==> config.mk <==
export PLATFORM = sky130hd
export DESIGN_NAME = lsu_mem_stage
export DESIGN_NICKNAME = d
export VERILOG_FILES = /design/src/rtl/lsu_mem_stage.sv
export SDC_FILE = /design/constraint.sdc
export NUM_CORES = 1
export LEC_CHECK = 0
export ABC_AREA = 0
export BUFFER_PORTS_ARGS = -buffer_cell sky130_fd_sc_hd__buf_2
export CAP_MARGIN = 30
export CELL_PAD_IN_SITES_DETAIL_PLACEMENT = 2
export CELL_PAD_IN_SITES_GLOBAL_PLACEMENT = 2
export CORE_MARGIN = 2
export CORE_UTILIZATION = 26
export DETAILED_ROUTE_END_ITERATION = 12
export PLACE_DENSITY_LB_ADDON = 0.2
export SYNTH_ARGS = -nofsm -noshare
export SYNTH_HDL_FRONTEND = slang
export SYNTH_SLANG_ARGS = --single-unit
==> constraint.sdc <==
create_clock -name clk -period 2.1 [get_ports clk]
set_input_delay 0.105 -clock clk [delete_from_list [all_inputs] [get_ports clk]]
set_output_delay 0.105 -clock clk [all_outputs]
set_load 0.01 [all_outputs]
==> src/rtl/lsu_mem_stage.sv <==
// Load/store unit: one data-memory request per load/store, byte-lane steering, load extension, bus timeout.
// Optional MISALIGN_TRAP_EN: misaligned half/word accesses are trapped without touching memory.
module lsu_mem_stage #(
    parameter int TIMEOUT_CYC = 16
) (
    input  logic        clk,
    input  logic        rst,
    input  logic        mem_en,
    input  logic        mem_we,
    input  logic [2:0]  mem_funct3,
    input  logic [31:0] alu_res,
    input  logic [31:0] store_data,
    output logic        lsu_busy,
    output logic        lsu_done,
    output logic [31:0] load_data,
    output logic        bus_err,
    output logic        misalign,
    output logic        dm_req,
    output logic        dm_we,
    output logic [31:0] dm_addr,
    output logic [3:0]  dm_wstrb,
    output logic [31:0] dm_wdata,
    input  logic        dm_ready,
    input  logic [31:0] dm_rdata,
    output logic [1:0]  o_dbg_state
);

    // Handshake: dm_req rises on entry to ACCESS and holds with dm_* stable until
    // the first cycle dm_ready=1; that cycle completes the transfer.
    localparam int CW = $clog2(TIMEOUT_CYC);
    localparam logic [CW-1:0] LAST_CNT = CW'(TIMEOUT_CYC - 1);

    typedef enum logic [1:0] {
        S_IDLE   = 2'd0,
        S_ACCESS = 2'd1,
        S_DONE   = 2'd2,
        S_ERR    = 2'd3
    } state_t;

    state_t        r_state;
    logic [CW-1:0] r_cnt;
    logic [2:0]    r_funct3;
    logic [1:0]    r_alo;
    logic          r_req;
    logic          r_we;
    logic [31:0]   r_addr;
    logic [3:0]    r_wstrb;
    logic [31:0]   r_wdata;
    logic [31:0]   r_load;
    logic          r_done;
    logic          r_err;

    logic [3:0]    w_wstrb;
    logic [31:0]   w_wdata;
    logic [7:0]    w_byte;
    logic [15:0]   w_half;
    logic [31:0]   w_load_ext;

    // Store lane layout from the incoming instruction, captured in IDLE.
    always_comb begin
        w_wstrb = 4'b0000;
        w_wdata = 32'h0;
        if (mem_we) begin
            case (mem_funct3[1:0])
                2'b00: begin
                    w_wstrb = 4'b0001 << alu_res[1:0];
                    w_wdata = {4{store_data[7:0]}};
                end
                2'b01: begin
                    w_wstrb = 4'b0011 << {alu_res[1], 1'b0};
                    w_wdata = {2{store_data[15:0]}};
                end
                default: begin
                    w_wstrb = 4'b1111;
                    w_wdata = store_data;
                end
            endcase
        end
    end

    // Load extraction uses the captured low address bits against the live read data.
    always_comb begin
        case (r_alo)
            2'd0:    w_byte = dm_rdata[7:0];
            2'd1:    w_byte = dm_rdata[15:8];
            2'd2:    w_byte = dm_rdata[23:16];
            default: w_byte = dm_rdata[31:24];
        endcase
        w_half = r_alo[1] ? dm_rdata[31:16] : dm_rdata[15:0];
        case (r_funct3)
            3'b000:  w_load_ext = {{24{w_byte[7]}}, w_byte};
            3'b001:  w_load_ext = {{16{w_half[15]}}, w_half};
            3'b100:  w_load_ext = {24'h0, w_byte};
            3'b101:  w_load_ext = {16'h0, w_half};
            default: w_load_ext = dm_rdata;
        endcase
    end

`ifdef MISALIGN_TRAP_EN
    logic w_misalign;
    logic r_misalign;

    assign w_misalign = ((mem_funct3[1:0] == 2'b01) && alu_res[0]) ||
                        (mem_funct3[1] && (alu_res[1:0] != 2'b00));
    assign misalign   = r_misalign;
`else
    assign misalign   = 1'b0;
`endif

    always_ff @(posedge clk) begin
        if (rst) begin
            r_state  <= S_IDLE;
            r_cnt    <= '0;
            r_funct3 <= 3'b000;
            r_alo    <= 2'b00;
            r_req    <= 1'b0;
            r_we     <= 1'b0;
            r_addr   <= 32'h0;
            r_wstrb  <= 4'b0000;
            r_wdata  <= 32'h0;
            r_load   <= 32'h0;
            r_done   <= 1'b0;
            r_err    <= 1'b0;
`ifdef MISALIGN_TRAP_EN
            r_misalign <= 1'b0;
`endif
        end else begin
            r_done <= 1'b0;
            r_err  <= 1'b0;
`ifdef MISALIGN_TRAP_EN
            r_misalign <= 1'b0;
`endif
            case (r_state)
                S_IDLE: begin
                    if (mem_en) begin
                        r_addr   <= {alu_res[31:2], 2'b00};
                        r_funct3 <= mem_funct3;
                        r_alo    <= alu_res[1:0];
                        r_wdata  <= w_wdata;
                        r_cnt    <= '0;
`ifdef MISALIGN_TRAP_EN
                        if (w_misalign) begin
                            // Trapped: never reaches memory, reported as a completed access.
                            r_wstrb    <= 4'b0000;
                            r_load     <= 32'h0;
                            r_done     <= 1'b1;
                            r_misalign <= 1'b1;
                            r_state    <= S_DONE;
                        end else begin
                            r_wstrb <= w_wstrb;
                            r_req   <= 1'b1;
                            r_we    <= mem_we;
                            r_state <= S_ACCESS;
                        end
`else
                        r_wstrb <= w_wstrb;
                        r_req   <= 1'b1;
                        r_we    <= mem_we;
                        r_state <= S_ACCESS;
`endif
                    end
                end
                S_ACCESS: begin
                    if (dm_ready) begin
                        // Ready wins over a timeout landing on the same cycle.
                        r_req   <= 1'b0;
                        r_we    <= 1'b0;
                        r_done  <= 1'b1;
                        r_state <= S_DONE;
                        if (!r_we) begin
                            r_load <= w_load_ext;
                        end
                    end else if (r_cnt == LAST_CNT) begin
                        r_req   <= 1'b0;
                        r_we    <= 1'b0;
                        r_done  <= 1'b1;
                        r_err   <= 1'b1;
                        r_load  <= 32'h0;
                        r_state <= S_ERR;
                    end else begin
                        r_cnt <= r_cnt + CW'(1);
                    end
                end
                S_DONE:  r_state <= S_IDLE;
                S_ERR:   r_state <= S_IDLE;
                default: r_state <= S_IDLE;
            endcase
        end
    end

    // Busy drops in DONE/ERR so the pipeline advances on the completing edge.
    assign lsu_busy    = ((r_state == S_IDLE) && mem_en) || (r_state == S_ACCESS);
    assign lsu_done    = r_done;
    assign bus_err     = r_err;
    assign load_data   = r_load;
    assign dm_req      = r_req;
    assign dm_we       = r_we;
    assign dm_addr     = r_addr;
    assign dm_wstrb    = r_wstrb;
    assign dm_wdata    = r_wdata;
    assign o_dbg_state = r_state;

endmodule

==> Implementation_results.wiki <==
{| class="wikitable"
! Metric !! Value
|-
| Setup-violating endpoint count in the final report || 0
|-
| Worst Hold Class || in2reg
|-
| Worst hold slack across all endpoints || 12.5 ps
|-
| Origin of the worst min-delay path || store_data[20]
|-
| Clock transition at path regs || 60 ps
|-
| Fin crit share || 86.3%
|-
| Fraction of registers with async set or reset after synthesis || 0%
|-
| Total congestion overflow || 0
|-
| Setup CP Type || reg2reg
|-
| Initial antenna violation count || 1
|-
| Area of the multi-input gates || 2210 µm²
|-
| Cell type of the slowest stage on the worst timing path || o311ai_0
|-
| Setup repair after global routing missed its margin || no
|-
| Root cell of the clock tree || clkbuf_16
|-
| Wire length of the first global-routing pass || 31700 µm
|-
| Detailed-placement wirelength estimate || 13600 µm
|-
| CP top delay family || compound AO/OA/AOI/OAI gates
|-
| Routed wire length per instance || 19.2 µm
|-
| Count of final hold-check violations || 0
|-
| Area share of xor/xnor cells in the synthesized design || 0.561%
|-
| Total routing usage reported by global routing || 20.9%
|-
| Number of vias in the routed layout || 5187
|-
| Synth-to-Final Area Change || 58.6%
|-
| Area share of and/or/nand/nor cells after synthesis || 16.9%
|-
| Terminus of the critical flop-to-flop path || load_data[22]
|-
| Setup slack, reg-to-reg || 290 ps
|-
| Core region area || 17800 µm²
|-
| Worst Hold Path Cells || 3
|-
| Minimum clock period after layout || 1810 ps
|-
| Data arrival time at the worst-slack endpoint || 2100 ps
|-
| EDFF count, synth || 0
|-
| Synth Area in Compound Gates || 23.4%
|-
| Fmax || 552 MHz
|-
| TritonCTS clock tree || built
|-
| Die area || 19100 µm²
|-
| Global placer's final weighted congestion || 0.826
|-
| Met1 demand-to-capacity share in global routing || 22.8%
|-
| Via count of the first global-routing pass || 5786
|-
| Mux contribution to synthesized area || 5.61%
|-
| Sequential-to-total area share from yosys stat || 48.3%
|-
| Worst Setup Start Kind || flip-flop
|-
| Clock buffer count from CTS || 17
|-
| Number of nets in the finished design || 918
|-
| Worst Path Max Fanout || 16
|-
| Leakage component of the power || 3.49 nW
|-
| Final Slew Violations || 0
|-
| Largest vdd supply drop || 0.000567 V
|-
| Fraction of the mapped netlist area in adder cells || 0.267%
|-
| Share of final-layout standard cells stronger than drive strength 1 || 33.1%
|-
| Total wire length after detailed routing || 20300 µm
|-
| Std-Cell Rows || 49
|-
| Slew at the pin closest to its max-slew limit || 716 ps
|-
| DIE WIDTH || 138 µm
|-
| Number of instances in the synthesized netlist || 533
|-
| PortBufs || 208
|-
| H-Tree Level Count || 4
|-
| Number of flip-flops and latches in the synthesized netlist || 113
|-
| Headroom to the max-slew limit || 52.2%
|-
| Seq. cell area || 2260 µm²
|-
| Distinct cells, synth || 42
|-
| Depth of the worst register-to-register path || 4
|-
| Cell area after synthesis || 4690 µm²
|-
| DRT antenna net count || 0
|-
| Destination of the worst hold path || dm_wdata[20]
|-
| Global-route layer with the greatest usage || met2
|-
| Main combinational cell family by area after synthesis || compound AO/OA/AOI/OAI gates
|-
| Pre-Repair DR Iteration Count || 4
|-
| Worst clock skew on the final layout || 12.1 ps
|-
| Max Buffers Root-to-Sink || 2
|-
| Required time of the critical path || 2390 ps
|-
| Per-instance average area after synthesis || 8.79 µm²
|-
| Kind of end point of the critical path || flip-flop
|-
| Number of buffer and inverter stages on the critical path || 1
|-
| First-iteration detailed-routing DRC count || 169
|-
| Met3 routing resource usage after global routing || 5.37%
|-
| Largest net degree at the start of global routing || 38
|-
| Clock Sink Count || 113
|-
| Insertion delay of the later-clocked pin in the worst-skew pair || 410 ps
|-
| Count of warnings emitted by yosys || 0
|-
| Total I/O pin count || 212
|-
| Top FF cell, synth || dfxtp_1
|-
| PD cells || 872 nW/µm²
|-
| Starting utilization of the core area || 26.3%
|-
| Met2 GRT Util || 38.4%
|-
| Chip height || 138 µm
|-
| Max-cap violations || 0
|-
| Detailed-route DRC error count || 0
|-
| Result of the run || complete, no violations
|-
| Final total negative setup slack || 0 ps
|-
| Start of the worst register-to-register path || r_alo[0]
|-
| Critical path cell sequence || o311ai_0, a2111oi_4, buf_12, a221o_1
|-
| Number of fillers in the final layout || 1963
|-
| Mean number of vias per cell || 4.91
|-
| Delay of the slowest critical-path stage || 660 ps
|}
-- Yosys cell counts (4+ instances only) --
| master | instances | share of area [%] |
|---|---|---|
| dfxtp_1 | 113 | 48 |
| a211o_1 | 9 | 1.7 |
| nor2_1 | 10 | 0.80 |
| nand2_1 | 111 | 8.9 |
| nand2b_1 | 6 | 0.80 |
| a22o_1 | 9 | 1.7 |
| nor3_1 | 7 | 0.75 |
| a21oi_1 | 50 | 5.3 |
| inv_1 | 9 | 0.72 |
| a2bb2oi_1 | 5 | 0.93 |
| a32oi_1 | 7 | 1.3 |
| a221o_1 | 22 | 4.7 |
| nand3_1 | 6 | 0.64 |
| a31oi_1 | 4 | 0.53 |
| clkbuf_1 | 34 | 2.7 |
| o2bb2ai_1 | 8 | 1.5 |
| nor2b_1 | 21 | 2.8 |
| mux2_2 | 8 | 1.9 |
| buf_1 | 6 | 0.48 |
| o21ai_0 | 40 | 4.3 |
| mux2i_1 | 15 | 3.2 |
-- cell families (layout without fill, tap and decap cells) --
logic type / Yosys count / count (layout)
DFF: 113 / 113
AOI/OAI and AO/OA: 160 / 160
adders and majority gates: 1 / 1
buffers and inverters: 55 / 346
xor gates and xnor gates: 3 / 3
other: 1 / 4
and+or+nand+nor: 176 / 176
muxes: 24 / 24
-- state kept, by name (all words and copies together) (netlist names) --
signal and count:
bus_err 1, r_funct3 3, r_cnt 4, dm_wdata 32
dm_wstrb 4, lsu_done 1, dm_req 1, dm_addr 30
dm_we 1, r_alo 2, o_dbg_state 2, load_data 32
-- where the power goes --
part | switching (mW) | internal, mW | total [mW]
Sequential | 0.0800 | 2.27 | 2.35
Clock | 1.04 | 2.14 | 3.18
Combinational | 0.519 | 0.430 | 0.949
-- cell usage in the layout (no fill, tap or decap), types with 2 or more instances in the layout --
| cell | n |
|---|---|
| inv_1 | 9 |
| a221o_1 | 22 |
| dlygate4sd3_1 | 76 |
| a32oi_1 | 7 |
| o311ai_0 | 2 |
| nand2_1 | 111 |
| buf_2 | 208 |
| a21oi_1 | 49 |
| buf_4 | 19 |
| dfxtp_1 | 113 |
| nor4_1 | 2 |
| o2bb2ai_1 | 8 |
| and3b_1 | 2 |
| clkinv_2 | 3 |
| a31oi_1 | 4 |
| mux2i_1 | 15 |
| clkbuf_16 | 17 |
| or3_1 | 3 |
| nor3_1 | 7 |
| bufinv_16 | 4 |
| mux2_2 | 8 |
| a2bb2oi_1 | 5 |
| nand2b_1 | 6 |
| nor2_1 | 9 |
| xor2_1 | 3 |
| buf_12 | 2 |
| and3_1 | 3 |
| nor2b_1 | 21 |
| o21ai_0 | 40 |
| a22o_1 | 9 |
| a211o_1 | 9 |
| conb_1 | 3 |
| clkbuf_8 | 5 |
| nand3_1 | 6 |
-- through the flow --
step           cells  worst slack, ps  instance area (µm²)  utilization [%]  power, mW
6_report        1056              288                 7430             41.7       6.48
5_1_grt         1055              160                 7430             41.7       6.75
3_3_place_gp     946              160                 6000             33.6       3.18
2_1_floorplan    535              292                 4690                -       2.80
4_1_cts         1054             49.7                 7410             41.5       6.54
3_5_place_dp     946             68.2                 6000             33.6       3.22
-- final cells by class --
cell class | count | area share (%)
Tap cell | 229 | 3.85
Antenna cell | 1 | 0.0337
Clock buffer | 23 | 6.70
Multi-Input combinational cell | 367 | 29.8
Clock inverter | 9 | 2.04
Inverter | 9 | 0.454
Sequential cell | 113 | 30.4
Timing Repair Buffer | 305 | 26.7
-- timing repair --
action                                 4_1_cts  5_1_grt
hold buffers                                76        0
buffers inserted                             0        1
setup endpoints to repair                    0       16
gates resized for setup                      0        0
endpoints found under the hold margin       77        0
-- worst register-to-register path, delay by kind of cell, from the launching register on --
family	cells	cell delay [ps]
DFF	1	390
buffers and inverters	1	200
AOI/OAI and AO/OA	3	1100
-- layer usage --
layer	wire length, µm	vias up
li1	-	2446
met1	8090	2537
met2	10600	174
met3	1080	30
met4	531	0
met5	0	-
-- worst max-delay path by stage --
stage                              start  slack (ps)            end  cells after the start
after detailed placement           dm_we          70  load_data[28]                      3
after floorplan           o_dbg_state[0]         290  load_data[28]                      6
after global routing      o_dbg_state[1]         160  load_data[22]                      5
after global placement             dm_we         160  load_data[18]                      3
after CTS                          dm_we          50  load_data[17]                      3
final                           r_alo[0]         290  load_data[22]                      4
(Power assumes the default switching activity.)
